==> config.mk <==
export PLATFORM = sky130hd
export DESIGN_NAME = hc595_rx_decoder
export DESIGN_NICKNAME = d
export VERILOG_FILES = /design/src/rtl/hc595_rx_decoder.sv
export SDC_FILE = /design/constraint.sdc
export NUM_CORES = 1
export LEC_CHECK = 0
export CORE_UTILIZATION = 40
export CTS_CLUSTER_SIZE = 12
export DETAILED_ROUTE_END_ITERATION = 12
export PLACE_DENSITY = 0.74
export SKIP_LAST_GASP = 1
export SLEW_MARGIN = 0
export SYNTH_ARGS = -nofsm -noshare
export SYNTH_HDL_FRONTEND = slang
export SYNTH_SLANG_ARGS = --single-unit
export TNS_END_PERCENT = 20
==> constraint.sdc <==
create_clock -name sys_clk -period 4.4 [get_ports sys_clk]
set_input_delay 0.44 -clock sys_clk [delete_from_list [all_inputs] [get_ports sys_clk]]
set_output_delay 0.44 -clock sys_clk [all_outputs]
set_load 0.05 [all_outputs]
==> src/rtl/hc595_rx_decoder.sv <==
// hc595_rx_decoder: receive side of a 74HC595 seven-segment display bus.
// Synchronizes ds/shcp/stcp/oe, reassembles 14-bit frames (sel[0..5] then
// seg[7..0]), validates them, decodes the segment pattern to a character
// code and keeps a six-position shadow of what the display is showing.
module hc595_rx_decoder #(
    parameter int SYNC_STAGES = 2  // legal values: 2 or 3
) (
    input  logic        sys_clk,
    input  logic        sys_rst,
    input  logic        ds,
    input  logic        shcp,
    input  logic        stcp,
    input  logic        oe,
    output logic        frame_valid,
    output logic        frame_err,
    output logic [5:0]  rx_sel,
    output logic [7:0]  rx_seg,
    output logic [2:0]  dig_idx,
    output logic [4:0]  dig_val,
    output logic        dig_dp,
    output logic [29:0] disp_val,
    output logic [5:0]  disp_dp,
    output logic        disp_on
);

    localparam logic [4:0] CODE_BLANK   = 5'd17;
    localparam logic [4:0] CODE_UNKNOWN = 5'd31;

    // Segment pattern (active-low, dp stripped) to character code.
    function automatic logic [4:0] decode_seg(input logic [6:0] pat);
        logic [4:0] code;
        case (pat)
            7'h40: code = 5'd0;
            7'h79: code = 5'd1;
            7'h24: code = 5'd2;
            7'h30: code = 5'd3;
            7'h19: code = 5'd4;
            7'h12: code = 5'd5;
            7'h02: code = 5'd6;
            7'h78: code = 5'd7;
            7'h00: code = 5'd8;
            7'h10: code = 5'd9;
            7'h08: code = 5'd10;
            7'h03: code = 5'd11;
            7'h46: code = 5'd12;
            7'h21: code = 5'd13;
            7'h06: code = 5'd14;
            7'h0E: code = 5'd15;
            7'h3F: code = 5'd16;
            7'h7F: code = CODE_BLANK;
            default: code = CODE_UNKNOWN;
        endcase
        return code;
    endfunction

    // Index 0 is the first synchronizer flop. The clocks carry an extra
    // history flop for edge detection; ds and oe are only sampled, so they
    // stop at the last synchronizer stage.
    logic [SYNC_STAGES:0]   shcp_q;
    logic [SYNC_STAGES:0]   stcp_q;
    logic [SYNC_STAGES-1:0] ds_q;
    logic [SYNC_STAGES-1:0] oe_q;

    logic        shcp_rise;
    logic        stcp_rise;
    logic        ds_s;

    logic [13:0] sr_q, sr_d;
    logic [3:0]  cnt_q, cnt_d, cnt_sh;
    logic [5:0]  sel_w;
    logic [7:0]  seg_w;
    logic        sel_onehot;
    logic        frame_good;
    logic        frame_bad;
    logic [2:0]  dig_idx_d;
    logic [4:0]  dig_val_d;

    logic        frame_valid_q, frame_err_q;
    logic [5:0]  rx_sel_q;
    logic [7:0]  rx_seg_q;
    logic [2:0]  dig_idx_q;
    logic [4:0]  dig_val_q;
    logic        dig_dp_q;
    logic [29:0] disp_val_q;
    logic [5:0]  disp_dp_q;
    logic        disp_on_q;

    // Pin synchronizers plus history flops.
    // NOTE: sequential state uses non-blocking (<=) so every flop samples
    // the pre-edge value of its neighbour; blocking here would collapse
    // the synchronizer chain into a single stage.
    always_ff @(posedge sys_clk or posedge sys_rst) begin
        if (sys_rst) begin
            shcp_q <= '0;
            stcp_q <= '0;
            ds_q   <= '0;
            oe_q   <= '0;
        end else begin
            shcp_q <= {shcp_q[SYNC_STAGES-1:0], shcp};
            stcp_q <= {stcp_q[SYNC_STAGES-1:0], stcp};
            ds_q   <= {ds_q[SYNC_STAGES-2:0], ds};
            oe_q   <= {oe_q[SYNC_STAGES-2:0], oe};
        end
    end

    assign shcp_rise = shcp_q[SYNC_STAGES-1] & ~shcp_q[SYNC_STAGES];
    assign stcp_rise = stcp_q[SYNC_STAGES-1] & ~stcp_q[SYNC_STAGES];
    assign ds_s      = ds_q[SYNC_STAGES-1];

    // Shift/count next state and frame judgement. A simultaneous shcp and
    // stcp rise shifts first and judges the updated register and count.
    // NOTE: every signal assigned here gets a default at the top, so no
    // path leaves a value unassigned and no latch is inferred.
    always_comb begin
        sr_d       = sr_q;
        cnt_sh     = cnt_q;
        sel_w      = '0;
        dig_idx_d  = '0;
        if (shcp_rise) begin
            sr_d = {sr_q[12:0], ds_s};
            if (cnt_q != 4'd15) begin
                cnt_sh = cnt_q + 4'd1;
            end
        end
        cnt_d = stcp_rise ? 4'd0 : cnt_sh;

        // First received bit (sel[0]) ends up at the top of the register.
        for (int k = 0; k < 6; k++) begin
            sel_w[k] = sr_d[13-k];
        end
        seg_w = sr_d[7:0];

        sel_onehot = (sel_w != 6'd0) && ((sel_w & (sel_w - 6'd1)) == 6'd0);
        for (int i = 0; i < 6; i++) begin
            if (sel_w[i]) begin
                dig_idx_d = 3'(i);
            end
        end
        dig_val_d  = decode_seg(seg_w[6:0]);
        frame_good = stcp_rise && (cnt_sh == 4'd14) && sel_onehot;
        frame_bad  = stcp_rise && !frame_good;
    end

    // Frame assembly state.
    always_ff @(posedge sys_clk or posedge sys_rst) begin
        if (sys_rst) begin
            sr_q  <= '0;
            cnt_q <= '0;
        end else begin
            sr_q  <= sr_d;
            cnt_q <= cnt_d;
        end
    end

    // Decoded outputs and the display shadow bank; only good frames update.
    // NOTE: the shadow bank is reset like any other register because the
    // display must read as blank (17) immediately after reset.
    always_ff @(posedge sys_clk or posedge sys_rst) begin
        if (sys_rst) begin
            frame_valid_q <= 1'b0;
            frame_err_q   <= 1'b0;
            rx_sel_q      <= 6'd0;
            rx_seg_q      <= 8'hFF;
            dig_idx_q     <= 3'd0;
            dig_val_q     <= CODE_BLANK;
            dig_dp_q      <= 1'b0;
            disp_val_q    <= {6{CODE_BLANK}};
            disp_dp_q     <= 6'd0;
        end else begin
            frame_valid_q <= frame_good;
            frame_err_q   <= frame_bad;
            if (frame_good) begin
                rx_sel_q                     <= sel_w;
                rx_seg_q                     <= seg_w;
                dig_idx_q                    <= dig_idx_d;
                dig_val_q                    <= dig_val_d;
                dig_dp_q                     <= ~seg_w[7];
                disp_val_q[5*dig_idx_d +: 5] <= dig_val_d;
                disp_dp_q[dig_idx_d]         <= ~seg_w[7];
            end
        end
    end

    // Display-enable report, registered to match the frame output latency.
    always_ff @(posedge sys_clk or posedge sys_rst) begin
        if (sys_rst) begin
            disp_on_q <= 1'b0;
        end else begin
            disp_on_q <= ~oe_q[SYNC_STAGES-1];
        end
    end

    assign frame_valid = frame_valid_q;
    assign frame_err   = frame_err_q;
    assign rx_sel      = rx_sel_q;
    assign rx_seg      = rx_seg_q;
    assign dig_idx     = dig_idx_q;
    assign dig_val     = dig_val_q;
    assign dig_dp      = dig_dp_q;
    assign disp_val    = disp_val_q;
    assign disp_dp     = disp_dp_q;
    assign disp_on     = disp_on_q;

endmodule

==> out/summary.txt <==
CTS tree: yes
Max IR drop VDD: 0.213 mV
Worst-path clk slew: 0.09 ns
Number of buffers created by CTS: 9
Drt pass-1 iters: 4
R2R setup slack: 0.72 ns
Startpoint types: flip-flop
Syn Inst Count: 406
Critical path type: flip-flop to flip-flop
Crit. End Element: flip-flop
Max-cap viol count: 0
Die width: 107 um
Hold worst-path end: stcp_q[1]
Post-synth EDFFs: 0
Netlist cell types: 68
Vias per cell: 5.59
Commonest non-fill, non-tap cell in the layout: dfrtp_1
Longest Clk Path Bufs: 2
Top cell type's share of synthesized area: 38.6%
Number of cell rows: 37
Total GRT Usage: 19.9%
H-tree Lvls: 3
Post-synthesis cell area: 4410 sq um
Drt wl/cell: 17.6 um
Max transition margin: 41.1%
WHS: 0.358 ns
Worst-margin pin slew: 0.883 ns
Pwr Total: 2.01 mW
Fillers: 943
Synth-to-layout area growth: 21.2%
Setup TNS: 0 ns
Worst Path Arrival: 3.94 ns
Fraction of the cycle the final worst path needs: 83.7%
Initial antenna violation count: 0
#FFs+latches synth: 90
Outcome: completed
Most frequent cells in the layout: dfrtp_1 (68), clkdlybuf4s50_1 (67), nand2_1 (45)
Leak: 2.38 nW
Syn avg cell area: 10.9 sq um
Initial Util: 42.0%
Chip height: 107 um
Remaining antenna violation count: 0
Layout cell share with drive strength beyond 1: 19.1%
Drt total wl: 10600 um
CP Launch Point: shcp_q[1]
Hold wc startpoint: stcp_q[0]
Max Clock Skew: 0.00841 ns
Vias in the first global route: 3435
First-pass GRT wire length: 17600 um
Root Driver: clkbuf_8
Worst EP required: 4.65 ns
Vias: 3370
Sequential share of the synthesized area: 51.7%
Ports: 68
WHS Path Cells: 0
Pwr/cell area: 376 nW/um^2
Top_reg_cell synth: dfrtp_1
Initial DRC count: 280
Largest net degree at the start of global routing: 54
Post-DP HPWL: 7520 um
Post-Syn Nets: 414
Post-CTS setup buffers: 0
Final Setup Violations: 0
RSZ-0062 raised after global routing: false
Max FO, Critical Path: 12
R2R Path End: disp_val[22]
Diodes inserted: 0
Routability congestion estimate: 0.863
Tightest Hold Check Type: flip-flop to flip-flop
Fmax achieved: 0.271 GHz
Biggest area consumer among synthesized cells: dfrtp_1
DRC Markers: 0
Worst-skew pair later-pin latency: 0.37 ns
Post-cts sizing count: 0
Cells on worst reg2reg path: 12
Clock net sink count: 90
Slew Limit Fails: 0
Crit path time final: 3.68 ns
Hold_buf cts: 0
IO buf count: 67
Final hold viol count: 0
# nets final: 470
YS warnings: 0
Core area: 10500 sq um
Worst r2r src: shcp_q[1]
Global route total overflow: 0
Top cells by area, synth: dfrtp_1 (39%), dfstp_2 (13%), mux2_2 (7.4%)
Asr flop ratio synth: 100%
Die area: 11500 sq um
cell type report:
| type | instances | area [sq um] | area share, % |
|---|---|---|---|
| Sequential cell | 90 | 2280 | 42.6 |
| Multi-Input combinational cell | 269 | 1930 | 36.1 |
| Timing Repair Buffer | 73 | 716 | 13.4 |
| Tap cell | 136 | 170 | 3.18 |
| Clock buffer | 11 | 141 | 2.64 |
| Inverter | 19 | 72.6 | 1.36 |
| Clock inverter | 5 | 37.5 | 0.702 |
cells by family (layout without fill, tap and decap cells):
group | after synthesis | in the layout | synth area share (%)
AO/OA/AOI/OAI | 78 | 78 | 12.2
XOR/XNOR | 2 | 2 | 0.397
adder cells (fa/ha/maj) | 2 | 2 | 0.567
buffers and inverters | 47 | 108 | 4.54
flip-flops | 90 | 90 | 51.7
multiplexers | 50 | 50 | 13.0
AND/OR/NAND/NOR | 137 | 137 | 17.6
routing by layer:
| layer | vias to the layer above | GRT usage [%] | routed length [um] | share of wire, % |
|---|---|---|---|---|
| li1 | 1556 | - | - | - |
| met1 | 1677 | 25.6 | 4570 | 43 |
| met2 | 122 | 31.3 | 4960 | 47 |
| met3 | 15 | 6.69 | 916 | 8.7 |
| met4 | 0 | 6.95 | 146 | 1.4 |
| met5 | - | 0 | 0 | 0 |
critical path, stage by stage (launching register included):
cell,delay (ns)
dfrtp_1,0.50
nor2b_1,0.30
buf_4,0.22
and2_1,0.18
a211o_1,0.33
a31oi_1,0.22
inv_1,0.08
ha_1,0.25
or4_1,0.48
a21oi_1,0.14
nor3_1,0.09
or3_1,0.43
mux2_1,0.36
flip-flops by register name, summed over array words and instances (netlist names):
| register | flops |
|---|---|
| oe_q | 2 |
| dig_idx | 3 |
| cnt_q | 4 |
| shcp_q | 3 |
| sr_q | 14 |
| rx_seg | 8 |
| dig_val | 5 |
| disp_val | 30 |
| stcp_q | 3 |
| ds_q | 2 |
| disp_dp | 6 |
| rx_sel | 6 |
| dig_dp | 1 |
| frame_err | 1 |
| disp_on | 1 |
| frame_valid | 1 |
synth_stat cells (3+ instances only):
cell	count
a211o_1	3
mux2_2	29
o22ai_1	5
dfstp_2	22
o21ai_0	12
nor3b_1	6
a21oi_1	20
nor2_1	16
nand3_1	9
nand4_1	5
mux2_4	5
mux2i_1	6
nor2b_1	5
nand2_1	45
nor4_1	5
dfrtp_1	68
or4_1	3
buf_2	7
o21ai_1	4
mux2_1	10
clkbuf_1	18
nand3b_1	6
nand2b_1	10
nor3_1	7
and2_1	3
a31oi_1	5
a21o_1	5
inv_1	17
worst max-delay path by stage:
stage	cells after the start	end	slack [ns]
after floorplan	16	disp_val[21]	1.02
after global placement	12	disp_val[21]	0.93
after detailed placement	12	disp_val[23]	0.73
after CTS	12	disp_val[22]	0.70
after global routing	12	disp_val[21]	0.51
final	12	disp_val[22]	0.72
power breakdown:
group | leakage, nW | internal [mW] | switching, mW | total [mW]
sequential | 1.14 | 0.862 | 0.0992 | 0.961
clock | 0.0859 | 0.223 | 0.295 | 0.517
combinational | 1.16 | 0.197 | 0.337 | 0.533
total | 2.38 | 1.28 | 0.731 | 2.01
stage by stage:
stage	area (sq um)	util, %	instances	worst slack [ns]
final	5350	50.9	603	0.716
after global routing	5350	50.9	603	0.505
after CTS	5350	50.9	603	0.703
after detailed placement	5170	49.2	587	0.732
after global placement	5170	49.2	587	0.932
after floorplan	4410	-	406	1.02
Note: power is estimated with default switching activity, not from simulation.
